$ cat config.mk
export PLATFORM = sky130hd
export DESIGN_NAME = router_out_ctrl
export DESIGN_NICKNAME = d
export VERILOG_FILES = /design/src/rtl/router_pkg.sv /design/src/rtl/router_out_skid.sv /design/src/rtl/router_out_ctrl.sv
export SDC_FILE = /design/constraint.sdc
export NUM_CORES = 1
export LEC_CHECK = 0
export ABC_AREA = 0
export BUFFER_PORTS_ARGS = -buffer_cell sky130_fd_sc_hd__buf_2
export CAP_MARGIN = 20
export CELL_PAD_IN_SITES_DETAIL_PLACEMENT = 1
export CELL_PAD_IN_SITES_GLOBAL_PLACEMENT = 2
export CORE_MARGIN = 8
export CORE_UTILIZATION = 40
export CTS_BUF_LIST = sky130_fd_sc_hd__clkbuf_2
export DETAILED_ROUTE_END_ITERATION = 12
export GPL_TIMING_DRIVEN = 0
export PLACE_DENSITY = 0.88
export SLEW_MARGIN = 10
export SYNTH_ARGS = -nofsm -noshare
export SYNTH_HDL_FRONTEND = slang
export SYNTH_SLANG_ARGS = --single-unit
$ cat constraint.sdc
create_clock -name clock -period 8.55 [get_ports clock]
set_clock_uncertainty 0.2 [all_clocks]
set_input_delay 1.71 -clock clock [delete_from_list [all_inputs] [get_ports clock]]
set_output_delay 1.71 -clock clock [all_outputs]
set_load 0.005 [all_outputs]
$ cat src/rtl/router_pkg.sv
// Router output path: header layout, FSM states
// and the skid buffer entry format.
package router_pkg;

  localparam int BYTE_W      = 8;
  localparam int LEN_MSB     = 7;
  localparam int LEN_LSB     = 2;
  localparam int ADDR_MSB    = 1;
  localparam int ADDR_LSB    = 0;
  localparam int LEN_W       = 6;
  localparam int TIMEOUT_DEF = 30;

  typedef enum logic [1:0] {
    IDLE,
    HDR_WAIT,
    BODY,
    DRAIN
  } out_state_t;

  typedef struct packed {
    logic              perr;
    logic              eop;
    logic              sop;
    logic [BYTE_W-1:0] data;
  } skid_ent_t;

  // FIFO reads still owed after the header:
  // the payload bytes plus the parity byte.
  function automatic logic [LEN_W:0] pkt_remaining(
    input logic [BYTE_W-1:0] hdr
  );
    return {1'b0, hdr[LEN_MSB:LEN_LSB]} + 7'd1;
  endfunction

endpackage

$ cat src/rtl/router_out_skid.sv
// Two-entry skid buffer between the FIFO read
// pipe and the output port; head drives the port.
module router_out_skid
  import router_pkg::*;
(
  input  logic       clock,
  input  logic       reset,
  input  logic       push,
  input  logic       pop,
  input  logic       flush,
  input  skid_ent_t  din,
  output logic [1:0] count,
  output skid_ent_t  head
);

  skid_ent_t mem [2];
  logic      do_pop;

  assign do_pop = pop && (count != 2'd0);
  assign head   = mem[0];

  always_ff @(posedge clock) begin
    if (reset || flush) begin
      count  <= '0;
      mem[0] <= '0;
      mem[1] <= '0;
    end else begin
      unique case ({push, do_pop})
        2'b10: begin
          mem[count[0]] <= din;
          count         <= count + 2'd1;
        end
        2'b01: begin
          mem[0] <= mem[1];
          count  <= count - 2'd1;
        end
        2'b11: begin
          if (count == 2'd1) begin
            mem[0] <= din;
          end else begin
            mem[0] <= mem[1];
            mem[1] <= din;
          end
        end
        default: ;
      endcase
    end
  end

endmodule

$ cat src/rtl/router_out_ctrl.sv
// Drains one router_fifo queue to an output port,
// framing sop/eop, checking parity, flushing on stall.
module router_out_ctrl
  import router_pkg::*;
#(
  parameter int TIMEOUT = TIMEOUT_DEF,
  parameter int DW      = 8
) (
  input  logic          clock,
  input  logic          reset,
  input  logic          fifo_empty,
  input  logic [DW-1:0] fifo_data,
  output logic          fifo_read_enb,
  output logic          soft_reset_out,
  input  logic          ready_in,
  output logic          vld_out,
  output logic [DW-1:0] data_out,
  output logic          sop_out,
  output logic          eop_out,
  output logic          parity_err,
  output logic [1:0]    hdr_addr,
  output logic          busy
);

  localparam int SW = $clog2(TIMEOUT + 1);
  localparam logic [SW-1:0] STALL_MAX =
    SW'(TIMEOUT - 1);

  out_state_t     state;
  logic [LEN_W:0] remaining;
  logic [DW-1:0]  parity_acc;
  logic           pend;
  logic           pend_last;
  logic           hold_idle;
  logic [SW-1:0]  stall_cnt;

  logic [1:0] skid_cnt;
  skid_ent_t  head;
  skid_ent_t  push_ent;
  logic       push;
  logic       xfer;
  logic       stall;
  logic       timeout;
  logic       arrive;
  logic       allow;
  logic       drain_ok;
  logic [2:0] occ;

  assign xfer     = vld_out && ready_in;
  assign stall    = vld_out && !ready_in;
  assign timeout  = stall && (stall_cnt == STALL_MAX);
  assign arrive   = pend && !timeout;
  assign drain_ok = (state == DRAIN) &&
                    (skid_cnt == 2'd0);
  assign occ = {1'b0, skid_cnt} + {2'b0, pend}
             - {2'b0, xfer};

  always_comb begin
    allow = 1'b0;
    unique case (1'b1)
      state == IDLE: allow = !hold_idle;
      state == BODY: allow = remaining != '0;
      drain_ok:      allow = 1'b1;
      default:       allow = 1'b0;
    endcase
  end

  assign fifo_read_enb = allow && !fifo_empty &&
                         (occ < 3'd2) &&
                         !timeout && !reset;
  assign soft_reset_out = timeout && !reset;

  always_comb begin
    push_ent = '0;
    push     = 1'b0;
    if (arrive && state == HDR_WAIT) begin
      push     = 1'b1;
      push_ent = '{perr: 1'b0, eop: 1'b0,
                   sop: 1'b1, data: fifo_data};
    end else if (arrive && state == BODY) begin
      push     = 1'b1;
      push_ent = '{perr: pend_last &&
                         (parity_acc != fifo_data),
                   eop: pend_last, sop: 1'b0,
                   data: fifo_data};
    end
  end

  always_ff @(posedge clock) begin
    if (reset) begin
      state      <= IDLE;
      remaining  <= '0;
      parity_acc <= '0;
      pend       <= 1'b0;
      pend_last  <= 1'b0;
      hold_idle  <= 1'b0;
      stall_cnt  <= '0;
      hdr_addr   <= '0;
    end else if (timeout) begin
      state     <= IDLE;
      remaining <= '0;
      pend      <= 1'b0;
      pend_last <= 1'b0;
      hold_idle <= 1'b1;
      stall_cnt <= '0;
    end else begin
      pend      <= fifo_read_enb;
      pend_last <= fifo_read_enb &&
                   (state == BODY) &&
                   (remaining == 7'd1);
      hold_idle <= 1'b0;
      stall_cnt <= stall ? stall_cnt + SW'(1) : '0;
      unique case (state)
        IDLE: begin
          if (fifo_read_enb) state <= HDR_WAIT;
        end
        HDR_WAIT: begin
          if (arrive) begin
            hdr_addr   <=
              fifo_data[ADDR_MSB:ADDR_LSB];
            parity_acc <= fifo_data;
            remaining  <= pkt_remaining(fifo_data);
            state      <= BODY;
          end
        end
        BODY: begin
          if (fifo_read_enb)
            remaining <= remaining - 7'd1;
          if (arrive && pend_last)
            state <= DRAIN;
          else if (arrive)
            parity_acc <= parity_acc ^ fifo_data;
        end
        DRAIN: begin
          if (drain_ok)
            state <= fifo_read_enb ? HDR_WAIT : IDLE;
        end
        default: state <= IDLE;
      endcase
    end
  end

  router_out_skid u_skid (
    .clock (clock),
    .reset (reset),
    .push  (push),
    .pop   (xfer),
    .flush (timeout),
    .din   (push_ent),
    .count (skid_cnt),
    .head  (head)
  );

  assign vld_out    = skid_cnt != 2'd0;
  assign data_out   = head.data;
  assign sop_out    = head.sop;
  assign eop_out    = head.eop;
  assign parity_err = head.perr;
  assign busy       = (state != IDLE) || vld_out;

endmodule

# After elaboration in Yosys (flattened, before gate mapping)

Memory sizes are Yosys's and may differ from the RTL's.
Index checks and enable logic that the tools add are counted.

Bits of input ports: 12
Memories kept: 1
Register bits: 29
Memory bits (writable): 22

Equality and inequality tests: 17
Muxes and demuxes: 43
Bitwise operators: 7
Reduce and logical (&&, ||, !) cells: 38
$lt $le $gt $ge: 1
Add/sub/neg operators: 7

Memory list:

| memory     | depth | bits a word | rd ports | clocked after Yosys merged registers in | wr ports | line                  | source |
|---|---|---|---|---|---|---|---|
| u_skid.mem | 2     | 11          | 2        | 0                                       | 2        | router_out_skid.sv:16 | `skid_ent_t mem [2];` |

Operators with widths:

| cell                                                 | count |
|---|---|
| 2-to-1 mux 11 bit                                    | 7 |
| 2-to-1 mux 8 bit                                     | 3 |
| 2-to-1 mux 1 bit                                     | 22 |
| logical AND 1 bit                                    | 17 |
| case mux 8 bit (2 select lines)                      | 1 |
| 2-to-1 mux 7 bit                                     | 2 |
| case mux 7 bit (2 select lines)                      | 1 |
| inequality test 2 bit (second input constant)        | 6 |
| OR reduction 11 bit                                  | 1 |
| equality test 2 bit (second input constant)          | 4 |
| 2-to-1 mux 2 bit                                     | 4 |
| inequality test 8 bit                                | 1 |
| case mux 2 bit (4 select lines)                      | 1 |
| nonzero test 2 bit                                   | 4 |
| XOR 8 bit                                            | 1 |
| adder 6 x 1 -> 7 bit (second input constant)         | 1 |
| equality test 7 x 1 -> 1 bit (second input constant) | 1 |
| nonzero test 7 bit                                   | 1 |
| subtractor 7 x 1 -> 7 bit (second input constant)    | 1 |
| equality test 2 x 1 -> 1 bit (second input constant) | 3 |
| AND reduction 3 bit                                  | 2 |
| adder 5 x 1 -> 5 bit (second input constant)         | 1 |
| equality test 5 bit (second input constant)          | 1 |
| logical NOT 1 bit                                    | 5 |
| other kinds (16)                                     | 22 |

# Longest topological paths before layout

Word-level depth: 16
Gate-level depth with buffers: 15
Gate-level depth less buffers: 14

# By module

Synthesis repeated with hierarchy kept, for this count alone.

Cell total of the unflattened synthesis: 332
Area total of the unflattened synthesis: 3095.5 um2

Modules (own cells, without submodules):

| module          | area each (um2) | cells an instance | instances | seq. area each (um2) |
|---|---|---|---|---|
| router_out_ctrl | 1901.8          | 243               | 1         | 540.5 |
| router_out_skid | 1193.6          | 89                | 1         | 700.7 |

# Worst setup path before layout

Ideal clock, no wire load.

Path kind: input port to output port
From: input ready_in
To: output fifo_read_enb
Data arrival time: 3.405 ns
Buffers on the path: 1
Path slack: 3.235 ns
Stages: 10
Required time: 6.640 ns
Path through: nand2_1 -> inv_1 -> ha_1 -> nand2b_1 -> fa_1 -> nor3b_1 -> o211ai_1 -> a21o_1 -> buf_4 -> inv_1

Word-level cells in the longest chain between the ends: 6
Elaborated cells between the ends (all ways): 10
Those cells by class: add/sub (1); order compare (1); reduce/logical (8)

Ends and longest elaborated chain:

| what                                                             | line                                         | source |
|---|---|---|
| start, declared                                                  | router_out_ctrl.sv:15                        | `input logic ready_in,` |
| logical AND 1 bit or logical NOT 1 bit (tied branches)           | router_out_ctrl.sv:49, router_out_ctrl.sv:50 |  |
| subtractor 3 x 1 -> 3 bit or logical AND 1 bit (tied branches)   | router_out_ctrl.sv:56, router_out_ctrl.sv:50 |  |
| < comparator 3 x 2 -> 1 bit or logical AND 1 bit (tied branches) | router_out_ctrl.sv:69, router_out_ctrl.sv:51 |  |
| logical AND 1 bit or logical NOT 1 bit (tied branches)           | router_out_ctrl.sv:68, router_out_ctrl.sv:70 |  |
| logical AND 1 bit (*)                                            | router_out_ctrl.sv:69                        | `(occ < 3'd2) &&` |
| logical AND 1 bit (*)                                            | router_out_ctrl.sv:70                        | `!timeout && !reset;` |
| end, declared                                                    | router_out_ctrl.sv:13                        | `output logic fifo_read_enb,` |

Mark *: on every way between the ends. The rest lies on a longest branch, timed or not.

# Final worst setup path

Same ends and word-level chain as after synthesis.

==> flow_metrics.py <==
metrics = {
    "clock_tree": {
        "htreeDepth": 2,
        "insertion_delay_ns": 0.46,
        "ctsLongestPathBuffers": 2,
        "worst_setup_hold_path_clk_slew_ns": 0.30,
        "cts_num_sinks": 51,
        "cts_tree": "done",
        "root_buffer": "clkbuf_2",
        "postCtsSetupBuffers": 0,
        "cts_buffers": 5,
        "post_cts_resize_count": 0,
        "cts_hold_buf": 0,
    },
    "power": {
        "p_sw_uw": 324,
        "power.density_nw_per_um2": 254,
        "comb_power_share": 0.412,
        "p_int_uw": 513,
        "share_clk_of_total_power": 0.199,
        "seqPwrFrac": 0.390,
        "total_power_uw": 838,
        "total_leakage_power_uw": 0.00130,
        "power.switching_fraction": 0.387,
        "ir_worst_vdd_uv": 167,
    },
    "critical_path": {
        "crit_chain": "buf_2, nand2_1, inv_1, ha_1, nand2b_1, fa_1, nor3b_1, o211ai_1, a21o_1, buf_4, inv_1, buf_2",
        "cpMaxStageDelayCell": "fa_1",
        "worstPathBufferInverterCount": 5,
        "cp_data_arrival_time_ns": 3.85,
        "start_kind": "input port",
        "timing.reg2reg.setup_slack_ns": 4.97,
        "criticalPathCategory": "input port to output pin",
        "r2r_cells": 11,
        "r2r_path_end": "u_skid.mem[0][9]$_DFFE_PP_",
        "endpoint_kind": "output pin",
        "critical_path_depth": 12,
        "worstPathMaxFanout": 9,
        "worst_ep_required_time_ns": 6.64,
        "worst_path_largest_cell_delay_ns": 0.48,
        "delay_heaviest_family_cp": "adder cells",
        "worst_r2r_startpoint": "u_skid.count[0]$_SDFFE_PP0P_",
    },
    "synth": {
        "synth_top_cells_by_area": "edfxtp_1 22%, dfxtp_1 20%, ha_1 6.8%, nor2_1 5.0%, xor2_1 3.3%",
        "synth.yosys.warnings": 0,
        "synth_fp_nets": 341,
        "yosysSeqAreaShare": 0.422,
        "synth_cell_type_count": 54,
        "ys_async_sr_fraction": 0,
        "ys_seq_elements": 51,
        "synthesis.area_per_instance_um2": 9.43,
        "ys.flop_type": "dfxtp_1",
        "post_synth_most_frequent_cells": "39 x nor2_1, 29 x dfxtp_1, 24 x nand2_1",
        "synthDominantCellAreaShare": 0.224,
        "post-synth-top-count-cell": "nor2_1",
        "netlist_instances": 312,
        "synth_largest_area_cell": "edfxtp_1",
        "synth_edf_count": 22,
        "synthesis.area_um2": 2940,
    },
    "grt": {
        "most_used_layer_global_route": "met2",
        "globalRouteTotalUtil": 0.161,
        "grt_start_max_net_pins": 18,
        "globalRouteMet1Util": 0.203,
        "globalRouteMet3Util": 0.0282,
        "gr_util_met2": 0.279,
        "grt_first_pass_wirelength_mm": 13.2,
        "number_of_global_route_vias_before_repair": 2616,
        "grt_antenna_before_repair": 0,
        "globalRoute.totalOverflow": 0,
    },
    "sta": {
        "worst_pin_slew_ns": 0.895,
        "fmax_ghz": 0.174,
        "setup_total_negative_slack_ns": 0,
        "final-setup-viol-count": 0,
        "timing.final.max_slew_violations": 0,
        "final_min_period_over_clock_period": 0.674,
        "report.final.hold_viol_count": 0,
        "rsz0062_at_grt": "false",
        "timing.slew.headroom": 0.399,
        "fin_crit_ns": 5.76,
    },
    "cells_and_area": {
        "multi_input_comb_area_um2": 1530,
        "final_cells": 446,
        "seqCellArea_um2": 1240,
        "layout-area-overhead-vs-synth_pct": 12.1,
        "finish.net_count": 375,
        "post_route_cells_drive_above_1_share": 0.161,
        "fillerInstances": 855,
        "diodes": 0,
    },
    "floorplanning": {
        "initial_cell_density_of_the_core": 0.410,
        "row_count": 31,
        "core_area_um2": 7180,
        "die_height_um": 102,
        "die_area_um2": 10400,
        "pin_count": 29,
        "floorplan.die.width_um": 102,
    },
    "drt": {
        "remaining_drc_errors": 0,
        "drt_pass1_iterations": 4,
        "dr_vias": 2446,
        "totalWireLength_mm": 7.79,
        "postRouteAntennaNets": 0,
        "routed_via_density": 5.48,
        "detail_route.iter0.violations": 92,
        "routed_wire_length_per_instance_um": 17.5,
    },
    "run": {
        "max_cap_viol_count": 0,
    },
    "hold_path": {
        "hold_crit_endpoint": "stall_cnt[0]$_SDFF_PP0_",
        "worstHoldStart": "stall_cnt[0]$_SDFF_PP0_",
        "hp-class": "flop to flop",
        "min_delay_path_depth": 1,
    },
    "placed_design": {
        "hpwlAfterDp_mm": 5.89,
        "routabilityCongestion": 0.805,
        "placedCellCount": 438,
        "port-buffer-count": 27,
    },
    "run_status": {
        "outcome": "finished, final reports clean",
    },
}
-- worst register-to-register path: cells and delay by family, from the launching register on --
kind	cells	cell delay [ns]
compound gates	2	0.53
fa+ha+maj	2	0.47
buf+inv	3	0.68
flops	1	0.50
simple gates	4	0.86
-- kinds of logic (layout without fill, tap and decap cells) --
group,count (synthesis),after routing,share of synthesized area
multiplexers,10,10,0.0374
buffers and inverters,39,74,0.0570
adder cells (fa/ha/maj),17,17,0.0748
AND/OR/NAND/NOR,102,102,0.162
flip-flops,51,51,0.422
XOR/XNOR,18,18,0.0536
AO/OA/AOI/OAI,75,75,0.194
-- state kept, by name, indices dropped and copies added (netlist names) --
name          cells
hold_idle         1
stall_cnt         5
u_skid.count      2
parity_acc        8
pend              1
u_skid.mem       22
hdr_addr          2
state             2
pend_last         1
remaining         7
-- layout by cell type, fill, tap and decap left out, types with 8 or more instances in the layout --
cell,count
inv_1,23
nor2_1,39
xor2_1,11
a22oi_1,10
ha_1,16
nand2_1,24
a21oi_1,19
edfxtp_1,22
clkbuf_1,9
nor3_1,12
mux2_2,8
buf_2,29
o32ai_1,9
dfxtp_1,29
-- layer usage --
layer  part of all wire  wire length [um]
met2               0.48              3760
met4             0.0078                61
met1               0.47              3680
met5                  0                 0
met3              0.037               290
-- layout make-up --
class	instances	share of cell area
Sequential cell	51	0.376
Multi-Input combinational cell	222	0.465
Inverter	25	0.0285
Timing Repair Buffer	27	0.0410
Tap cell	99	0.0376
Clock buffer	5	0.00759
Clock inverter	3	0.0216
Buffer	14	0.0224
-- power by group through the flow --
stage	clock [uW]	sequential (uW)	combinational [uW]
3_3_place_gp	0	330	335
2_1_floorplan	0	325	247
6_report	166	326	345
5_1_grt	180	332	386
4_1_cts	171	327	348
3_5_place_dp	0	332	347
-- stage by stage --
| step | worst slack [ns] | cell area [um^2] | hold slack (ns) | util |
|---|---|---|---|---|
| 3_3_place_gp | 2.80 | 3200 | 0.249 | 0.446 |
| 3_5_place_dp | 2.77 | 3200 | 0.256 | 0.446 |
| 2_1_floorplan | 3.23 | 2940 | 0.233 | - |
| 6_report | 2.79 | 3300 | 0.307 | 0.460 |
| 5_1_grt | 2.67 | 3300 | 0.347 | 0.460 |
| 4_1_cts | 2.76 | 3300 | 0.308 | 0.460 |
-- how the worst max path moves through the flow --
stage	start	to
after CTS	ready_in	fifo_read_enb
after floorplan	ready_in	fifo_read_enb
final	ready_in	fifo_read_enb
after global routing	ready_in	fifo_read_enb
after detailed placement	ready_in	fifo_read_enb
after global placement	ready_in	fifo_read_enb
No activity file was read; power rests on OpenSTA's default activity.
